## src/rtl/conv_spad_ctrl.sv

```systemverilog
// Sequencing controller for one PE row-convolution pass: filter load, ifmap
// window fill, K-tap compute per output, psum handshake and window slide.
module conv_spad_ctrl #(
   parameter int FILT_SIZE  = 3,
   parameter int CNT_WIDTH  = 8,
   parameter int ADDR_WIDTH = $clog2(FILT_SIZE)
) (
   input  logic                  clk,
   input  logic                  rstn,
   input  logic                  start,
   input  logic                  reuse_filt,
   input  logic [CNT_WIDTH-1:0]  num_out,
   input  logic                  filt_valid,
   output logic                  filt_ready,
   input  logic                  ifmap_valid,
   output logic                  ifmap_ready,
   output logic                  filt_wen,
   output logic [ADDR_WIDTH-1:0] filt_waddr,
   output logic [ADDR_WIDTH-1:0] filt_raddr,
   output logic                  if_wen,
   output logic [ADDR_WIDTH-1:0] if_waddr,
   output logic [ADDR_WIDTH-1:0] if_raddr,
   output logic                  mac_en,
   output logic                  acc_clr,
   output logic                  psum_valid,
   input  logic                  psum_ready,
   output logic                  busy,
   output logic                  done
);

   typedef enum logic [2:0] {IDLE, LOAD_F, FILL, COMPUTE, OUT, SHIFT, DONE} state_t;

   localparam logic [ADDR_WIDTH-1:0] LAST  = ADDR_WIDTH'(FILT_SIZE - 1);
   localparam logic [ADDR_WIDTH:0]   K_EXT = (ADDR_WIDTH+1)'(FILT_SIZE);

   state_t state, next_state;
   logic [ADDR_WIDTH-1:0] load_cnt, tap, wb;
   logic [CNT_WIDTH-1:0]  out_cnt, num_q;
   logic [ADDR_WIDTH:0]   rd_sum, rd_wrap;
   logic                  last_load, last_tap, last_out;

   assign last_load = (load_cnt == LAST);
   assign last_tap  = (tap == LAST);
   assign last_out  = (out_cnt == (num_q - CNT_WIDTH'(1)));

   // Circular window read: (wb + tap) mod K without a divider.
   assign rd_sum  = {1'b0, wb} + {1'b0, tap};
   assign rd_wrap = rd_sum - K_EXT;

   assign filt_wen = filt_valid & filt_ready;
   assign if_wen   = ifmap_valid & ifmap_ready;

   always_ff @(posedge clk or negedge rstn) begin
      if (!rstn) begin
         state <= IDLE;
      end else begin
         state <= next_state;
      end
   end

   always_comb begin
      next_state  = state;
      filt_ready  = 1'b0;
      ifmap_ready = 1'b0;
      filt_waddr  = '0;
      filt_raddr  = '0;
      if_waddr    = '0;
      if_raddr    = '0;
      mac_en      = 1'b0;
      acc_clr     = 1'b0;
      psum_valid  = 1'b0;
      busy        = 1'b1;
      done        = 1'b0;
      case (state)
         IDLE: begin
            busy = 1'b0;
            if (start) begin
               if (num_out == '0)   next_state = DONE;
               else if (reuse_filt) next_state = FILL;
               else                 next_state = LOAD_F;
            end
         end
         LOAD_F: begin
            filt_ready = 1'b1;
            filt_waddr = load_cnt;
            if (filt_valid && last_load) next_state = FILL;
         end
         FILL: begin
            ifmap_ready = 1'b1;
            if_waddr    = load_cnt;
            if (ifmap_valid && last_load) next_state = COMPUTE;
         end
         COMPUTE: begin
            mac_en     = 1'b1;
            acc_clr    = (tap == '0);
            filt_raddr = tap;
            if_raddr   = (rd_sum >= K_EXT) ? rd_wrap[ADDR_WIDTH-1:0] : rd_sum[ADDR_WIDTH-1:0];
            if (last_tap) next_state = OUT;
         end
         OUT: begin
            psum_valid = 1'b1;
            if (psum_ready) next_state = last_out ? DONE : SHIFT;
         end
         SHIFT: begin
            ifmap_ready = 1'b1;
            if_waddr    = wb;
            if (ifmap_valid) next_state = COMPUTE;
         end
         DONE: begin
            done       = 1'b1;
            next_state = IDLE;
         end
         default: next_state = IDLE;
      endcase
   end

   // Counters advance only on accepted handshakes, so stalls simply hold them.
   always_ff @(posedge clk or negedge rstn) begin
      if (!rstn) begin
         load_cnt <= '0;
         tap      <= '0;
         wb       <= '0;
         out_cnt  <= '0;
         num_q    <= '0;
      end else begin
         case (state)
            IDLE: begin
               if (start) begin
                  num_q    <= num_out;
                  load_cnt <= '0;
                  tap      <= '0;
                  wb       <= '0;
                  out_cnt  <= '0;
               end
            end
            LOAD_F: begin
               if (filt_valid) load_cnt <= last_load ? '0 : load_cnt + ADDR_WIDTH'(1);
            end
            FILL: begin
               if (ifmap_valid) begin
                  load_cnt <= last_load ? '0 : load_cnt + ADDR_WIDTH'(1);
                  if (last_load) wb <= '0;
               end
            end
            COMPUTE: begin
               tap <= last_tap ? '0 : tap + ADDR_WIDTH'(1);
            end
            OUT: begin
               if (psum_ready) out_cnt <= out_cnt + CNT_WIDTH'(1);
            end
            SHIFT: begin
               if (ifmap_valid) wb <= (wb == LAST) ? '0 : wb + ADDR_WIDTH'(1);
            end
            default: ;
         endcase
      end
   end

endmodule

```

## config.mk

```make
export PLATFORM = sky130hd
export DESIGN_NAME = conv_spad_ctrl
export DESIGN_NICKNAME = d
export VERILOG_FILES = /design/src/rtl/conv_spad_ctrl.sv
export SDC_FILE = /design/constraint.sdc
export NUM_CORES = 1
export LEC_CHECK = 0
export ABC_AREA = 1
export CORE_MARGIN = 3
export CORE_UTILIZATION = 45
export DETAILED_ROUTE_END_ITERATION = 6
export PLACE_DENSITY = 0.68
export RECOVER_POWER = 50
export SETUP_SLACK_MARGIN = 0.15
export SLEW_MARGIN = 5
export SYNTH_ARGS = -nofsm -noshare
export SYNTH_HDL_FRONTEND = slang
export SYNTH_SLANG_ARGS = --single-unit
```

## constraint.sdc

```tcl
create_clock -name clk -period 2.5 [get_ports clk]
set_input_delay 0.75 -clock clk [delete_from_list [all_inputs] [get_ports clk]]
set_output_delay 0.75 -clock clk [all_outputs]
set_load 0.005 [all_outputs]
```

==> results of run 1 <==
cell families after synthesis:
| kind of cell | count (synthesis) | share of synthesized area |
|---|---|---|
| AND/OR/NAND/NOR | 131 | 0.3478 |
| XOR/XNOR | 8 | 0.03927 |
| adder cells (fa/ha/maj) | 5 | 0.03927 |
| flip-flops | 25 | 0.3506 |
| AO/OA/AOI/OAI | 39 | 0.1262 |
| buffers and inverters | 44 | 0.09677 |
power by group through the flow:
stage	registers (mW)	clock network [mW]	logic, mW
after floorplan	0.641	0	1.04
after global placement	0.656	0	1.49
after detailed placement	0.662	0	1.51
after CTS	0.660	0.261	1.72
after global routing	0.684	0.281	1.97
final	0.667	0.246	1.75
state kept, by name, summed over array words and instances (netlist names):
signal    count
num_q         8
out_cnt       8
state         3
load_cnt      2
tap           2
wb            2
metal layers:
layer	wire length (um)	GRT usage	vias up
met5	0	0	-
met4	45	0.05596	0
met3	199	0.04052	5
met2	2053	0.3155	28
met1	2127	0.2877	806
li1	-	-	928
worst reg2reg max path, stage by stage, from the launching register on:
cell and delay [ns]:
dfrtp_1 0.44, buf_6 0.16, buf_4 0.13, nor2_4 0.08
buf_4 0.14, nand2_1 0.19, nand2_1 0.21, nand2_1 0.07
nor2_1 0.14, nand2_1 0.09, o21ai_1 0.12, a21oi_1 0.05
repair_timing:
item                       4_1_cts  5_1_grt
buffers inserted                11        4
pin swaps                       11        1
resized for setup               40        7
setup endpoints to repair       17        8
layout make-up:
cell class | instances | area [sq um] | area share
multi-input cells | 183 | 1032 | 0.4246
flip-flops and latches | 25 | 628.1 | 0.2584
repair buffers | 60 | 496.7 | 0.2043
inverters | 42 | 167.7 | 0.06897
well taps | 48 | 60.06 | 0.02470
clock buffers | 3 | 41.29 | 0.01698
clock inverters | 1 | 5.005 | 0.002059
path summary, 6_finish.rpt:
kind                                            to  slack, ns  cells past startpoint
setup / recovery                       if_raddr[1]      -0.18                      9
hold / removal                num_q[7]$_DFFE_PN0P_       0.53                      2
setup reg to reg            out_cnt[5]$_DFFE_PN0P_       0.57                     11
hold reg to reg               num_q[7]$_DFFE_PN0P_       0.53                      2
max in group asynchronous     state[0]$_DFFE_PN0P_       0.25                      2
min in group asynchronous  load_cnt[1]$_DFFE_PN0P_       1.32                      2
cell usage in the layout (no fill, tap or decap), types with 3 or more instances in the layout:
master and instances:
xnor2_1 3, a21oi_1 8, nand2_4 3, inv_2 5
o21ai_1 4, o21ai_0 18, nor3_1 7, inv_1 32
dlygate4sd2_1 10, clkdlybuf4s50_1 13, nor2_1 30, buf_4 26
nand3_1 13, nand2_1 64, xor2_1 5, inv_4 4
clkbuf_8 3, dfrtp_1 23
stage by stage:
step	hold WS (ns)	power (mW)	TNS, ns
3_3_place_gp	0.5164	2.144	-0.7525
5_1_grt	0.5819	2.937	-0.6455
3_5_place_dp	0.5168	2.170	-0.8705
4_1_cts	0.5377	2.643	-0.4458
6_report	0.5290	2.664	-0.3596
2_1_floorplan	0.4544	1.678	0
==> impl_metrics.json, run 1 <==
{
  "core_sq_um": 3744,
  "synth_edf_count": 0,
  "cp-end-kind": "output port",
  "tritoncts": "done",
  "worstPathCellList": "ha_2 -> inv_2 -> fa_1 -> inv_2 -> ha_4 -> inv_4 -> nand3_2 -> a21oi_2 -> buf_2",
  "cts_buffer_depth": 2,
  "pre_cts_slack_ns": -0.3213,
  "layout.cells.non_filler": 362,
  "clockPowerShare": 0.092,
  "die_y_um": 68.97,
  "cp-startpoint": "tap[0]$_DFFE_PN0P_",
  "ys.flop_type": "dfrtp_1",
  "rsz0062_at_grt": "yes",
  "final_util": 0.6494,
  "postRouteAntennaNets": 0,
  "slew_viol_final": 0,
  "swShare": 0.4687,
  "areaGrowthSynthToFinish_pct": 36.26,
  "hold_violations": 0,
  "cap_violations": 0,
  "cpMostUsedCell": "inv_2",
  "power_leakage_nw": 1.244,
  "hold_path.class": "register to register",
  "r2r-start": "state[2]$_DFFE_PN0P_",
  "wire_per_inst_um": 12.22,
  "io_pins": 32,
  "numCtsBuffers": 3,
  "grt_max_degree": 26,
  "cpMaxStageDelayCell": "fa_1",
  "layout-drive-gt1-share": 0.2102,
  "comb_power_share": 0.657,
  "tightest_slew_ns": 1.409,
  "path_max_fanout": 3,
  "synth_area_leader_cell": "dfrtp_1",
  "dieArea_sq_um": 4756,
  "fillers": 346,
  "syn_inst": 252,
  "min_from": "num_q[7]$_DFFE_PN0P_",
  "root_buffer": "clkbuf_8",
  "p_sw_mw": 1.249,
  "place_area_sq_um": 2247,
  "ctsHoldBuffers": 0,
  "cts_sinks": 25,
  "syn_area_sq_um": 1784,
  "fp.dieW_um": 68.97,
  "insertion_delay_ns": 0.27,
  "place_hpwl_mm": 3.178,
  "drc": 0,
  "gp_congestion": 0.7970,
  "synth.top_cells.by_count": "nand2_1, inv_1, nor2_1, dfrtp_1, o21ai_0",
  "synthArstFlopShare": 1.000,
  "timing.final.ws_setup_ns": -0.1802,
  "final_nets": 335,
  "ys_seq_area_frac": 0.3506,
  "fmax_mhz": 373.1,
  "yosys_register_bits": 25,
  "finalCritPeriodShare": 1.072,
  "finalSetupViolCount": 2,
  "violations": "negative setup slack",
  "num_vias": 1767,
  "syn-num-nets": 272,
  "crit_type": "register to output port",
  "p_seq_frac": 0.250,
  "min_period_ns": 2.680,
  "yosys-top-cells-area": "dfrtp_1, nand2_1, inv_1",
  "status": "finished, violations left",
  "power_density_nw_per_um2": 1096,
  "antenna_found_initial": 0,
  "initial_utilization": 0.4766,
  "critical-path-max-stage-delay_ns": 0.51,
  "routed_wl_mm": 4.425,
  "grt_pass1_vias": 1553,
  "crit_family": "adder cells",
  "num_rows": 22,
  "yosysTopAreaCellShare": 0.3506,
  "overflow": 0,
  "first_pass_iters": 4,
  "viasPerCell": 4.881,
  "htreeDepth": 1,
  "arrival_ns": 1.93,
  "critPathLaunchType": "register",
  "ir_worst_vdd_v": 0.0006100,
  "n_antenna_cell": 0,
  "grt_pass1_wl_mm": 7.155,
  "drt-initial-drc-count": 106,
  "skew_ns": 0.002327,
  "crit_required_ns": 1.75,
  "syn_avg_cell_area_sq_um": 7.080,
  "io_buffers": 31,
  "power.internal_mw": 1.415,
  "clk_pin_slew_ns": 0.09,
  "stdcell_area_sq_um": 2431,
  "cp_num_buf_inv": 4,
  "synth_warnings": 0,
  "maxSlewHeadroom": 0.06078,
  "yosys.cell_types.count": 34,
  "track_usage": 0.2038,
  "synth.most_common_cell": "nand2_1",
  "post-place-cells": 343
}
Power figures use the tool's default switching activity.
==> run 2, diff against run 1 <==
--- a/config.mk
+++ b/config.mk
@@ -9,7 +9,7 @@
 export CORE_MARGIN = 3
 export CORE_UTILIZATION = 45
 export DETAILED_ROUTE_END_ITERATION = 6
-export PLACE_DENSITY = 0.68
+export PLACE_DENSITY = 0.82
 export RECOVER_POWER = 50
 export SETUP_SLACK_MARGIN = 0.15
 export SLEW_MARGIN = 5
==> constraint.sdc (replaced) <==
create_clock -name clk -period 2.5 [get_ports clk]
set_input_delay 0.625 -clock clk [delete_from_list [all_inputs] [get_ports clk]]
set_output_delay 0.625 -clock clk [all_outputs]
set_load 0.005 [all_outputs]
==> run 2 against run 1 <==
  * Largest power group unchanged
  * Via count rose by 4.5%
  * Setup slack improved by 0.081 ns
  * Hold slack worse by 0.0076 ns
  * Core utilization down 0.43 points
  * Power grew 2.3%
  * First-iteration DRC count rose by 49%
  * The flow still finishes with violations (negative setup slack)
  * Largest cell class unchanged
==> impl_metrics.json, run 2 (same netlist as run 1, synthesis figures left out) <==
{
  "status": "finished, violations left",
  "violations": "negative setup slack",
  "power_leakage_nw": 1.208,
  "antenna_found_initial": 0,
  "skew_ns": 0.002589,
  "insertion_delay_ns": 0.27,
  "hold_violations": 0,
  "layout.cells.non_filler": 353,
  "final_common_cell": "nand2_1",
  "routed_wl_mm": 4.665,
  "finalSetupViolCount": 2,
  "slew_viol_final": 0,
  "htreeDepth": 1,
  "arrival_ns": 1.97,
  "grt_pass1_vias": 1613,
  "track_usage": 0.2020,
  "layout-drive-gt1-share": 0.1836,
  "num_vias": 1846,
  "post-place-cells": 338,
  "root_buffer": "clkbuf_8",
  "cp-end-kind": "output port",
  "postRouteAntennaNets": 0,
  "fmax_mhz": 384.7,
  "numCtsBuffers": 3,
  "final_util": 0.6451,
  "grt_pass1_wl_mm": 7.217,
  "initial_utilization": 0.4766,
  "path_max_fanout": 3,
  "dieArea_sq_um": 4756,
  "fin_total_pwr_mw": 2.724,
  "wire_per_inst_um": 13.22,
  "n_antenna_cell": 0,
  "finalCritPeriodShare": 1.040,
  "cap_violations": 0,
  "final_cell_mix": "nand2_1, inv_1, nor2_1",
  "drt-initial-drc-count": 158,
  "crit_type": "register to output port",
  "clk_pin_slew_ns": 0.09,
  "reg_top3": "num_q x8, out_cnt x8, state x3",
  "hold_path.class": "register to register",
  "first_pass_iters": 4,
  "cts_sinks": 25,
  "viasPerCell": 5.229,
  "rsz0062_at_grt": "yes",
  "drc": 0,
  "timing.final.ws_setup_ns": -0.09938,
  "fillers": 307,
  "overflow": 0,
  "tritoncts": "done",
  "io_buffers": 31,
  "num_rows": 22,
  "grt_max_degree": 26,
  "final_nets": 326,
  "maxSlewHeadroom": 0.07287,
  "critPathLaunchType": "register",
  "fp.dieW_um": 68.97,
  "die_y_um": 68.97,
  "cts_buffer_depth": 2,
  "power_density_nw_per_um2": 1128,
  "gp_congestion": 0.8364,
  "io_pins": 32,
  "ir_worst_vdd_v": 0.0004895,
  "core_sq_um": 3744,
  "place_hpwl_mm": 3.112,
  "min_period_ns": 2.599,
  "areaGrowthSynthToFinish_pct": 35.34,
  "crit_required_ns": 1.88,
  "tightest_slew_ns": 1.391
}
==> run 2: cell count changes in the layout (fill, tap and decap cells not counted), moves of 2 or more <==
cell	delta
dlygate4sd2_1	-6
clkbuf_2	-2
clkdlybuf4s50_1	+8
buf_4	-9
==> run 2: layer usage <==
metal | GRT usage | up-vias | part of all wire
li1 | - | 907 | -
met1 | 0.2738 | 872 | 0.43
met2 | 0.3155 | 56 | 0.50
met3 | 0.02917 | 11 | 0.048
met4 | 0.09489 | 0 | 0.020
met5 | 0 | - | 0
==> run 2: what timing repair did <==
item	4_1_cts	5_1_grt
hold buffers	0	0
pin swaps	7	5
gates resized for setup	30	7
endpoints found under the setup margin	10	11
setup buffers	5	6
==> run 2: final timing paths <==
kind                                           start                endpoint  slack, ns  cells after the start
max in group asynchronous                       rstn    state[1]$_DFFE_PN0P_       0.39                      2
worst max register to register  state[0]$_DFFE_PN0P_  out_cnt[5]$_DFFE_PN0P_       0.63                     11
worst min-delay path            num_q[7]$_DFFE_PN0P_    num_q[7]$_DFFE_PN0P_       0.52                      2
worst max-delay path              tap[0]$_DFFE_PN0P_             if_raddr[0]       -0.1                     10
min in group asynchronous                       rstn  out_cnt[0]$_DFFE_PN0P_       1.20                      2
worst min register to register  num_q[7]$_DFFE_PN0P_    num_q[7]$_DFFE_PN0P_       0.52                      2
==> run 2: layout make-up <==
| cell class | instances | area, sq um | area share |
|---|---|---|---|
| sequential | 25 | 628.1 | 0.2601 |
| timing repair buffer | 51 | 465.4 | 0.1927 |
| inverter | 42 | 167.7 | 0.06943 |
| multi-input combinational | 183 | 1049 | 0.4342 |
| clock buffer | 4 | 45.04 | 0.01865 |
| tap | 48 | 60.06 | 0.02487 |
==> run 2: through the flow <==
step | setup WS [ns] | TNS [ns] | cell area [sq um] | hold WS, ns
6_report | -0.09938 | -0.1822 | 2415 | 0.5214
5_1_grt | -0.2077 | -0.3873 | 2415 | 0.5465
4_1_cts | -0.08802 | -0.1702 | 2346 | 0.5294
3_5_place_dp | -0.2365 | -0.4235 | 2210 | 0.5020
3_3_place_gp | -0.1676 | -0.2943 | 2210 | 0.5008
2_1_floorplan | 0.3206 | 0 | 1784 | 0.3294
==> run 2: worst max-delay path, stage by stage (launching register included) <==
cell and delay, ns:
dfrtp_1 0.37, ha_2 0.18, inv_2 0.04, fa_1 0.52, inv_2 0.06, ha_4 0.16
inv_4 0.06, nand3_2 0.07, nand2_1 0.08, nor2_1 0.05, buf_2 0.12
==> run 2: report_power, final <==
group	switching [mW]	leakage, nW	internal (mW)
Sequential	0.121	0.325	0.538
Clock	0.134	0.0228	0.114
Combinational	1.04	0.860	0.772
Total	1.30	1.21	1.42
==> run 3, diff against run 2 <==
--- a/config.mk
+++ b/config.mk
@@ -9,6 +9,7 @@
 export CORE_MARGIN = 3
 export CORE_UTILIZATION = 45
 export DETAILED_ROUTE_END_ITERATION = 6
+export HOLD_SLACK_MARGIN = 0.15
 export PLACE_DENSITY = 0.82
 export RECOVER_POWER = 50
 export SETUP_SLACK_MARGIN = 0.15
==> results of run 3 <==
The final DEF is identical to that of run 2; final timing and power are the same.
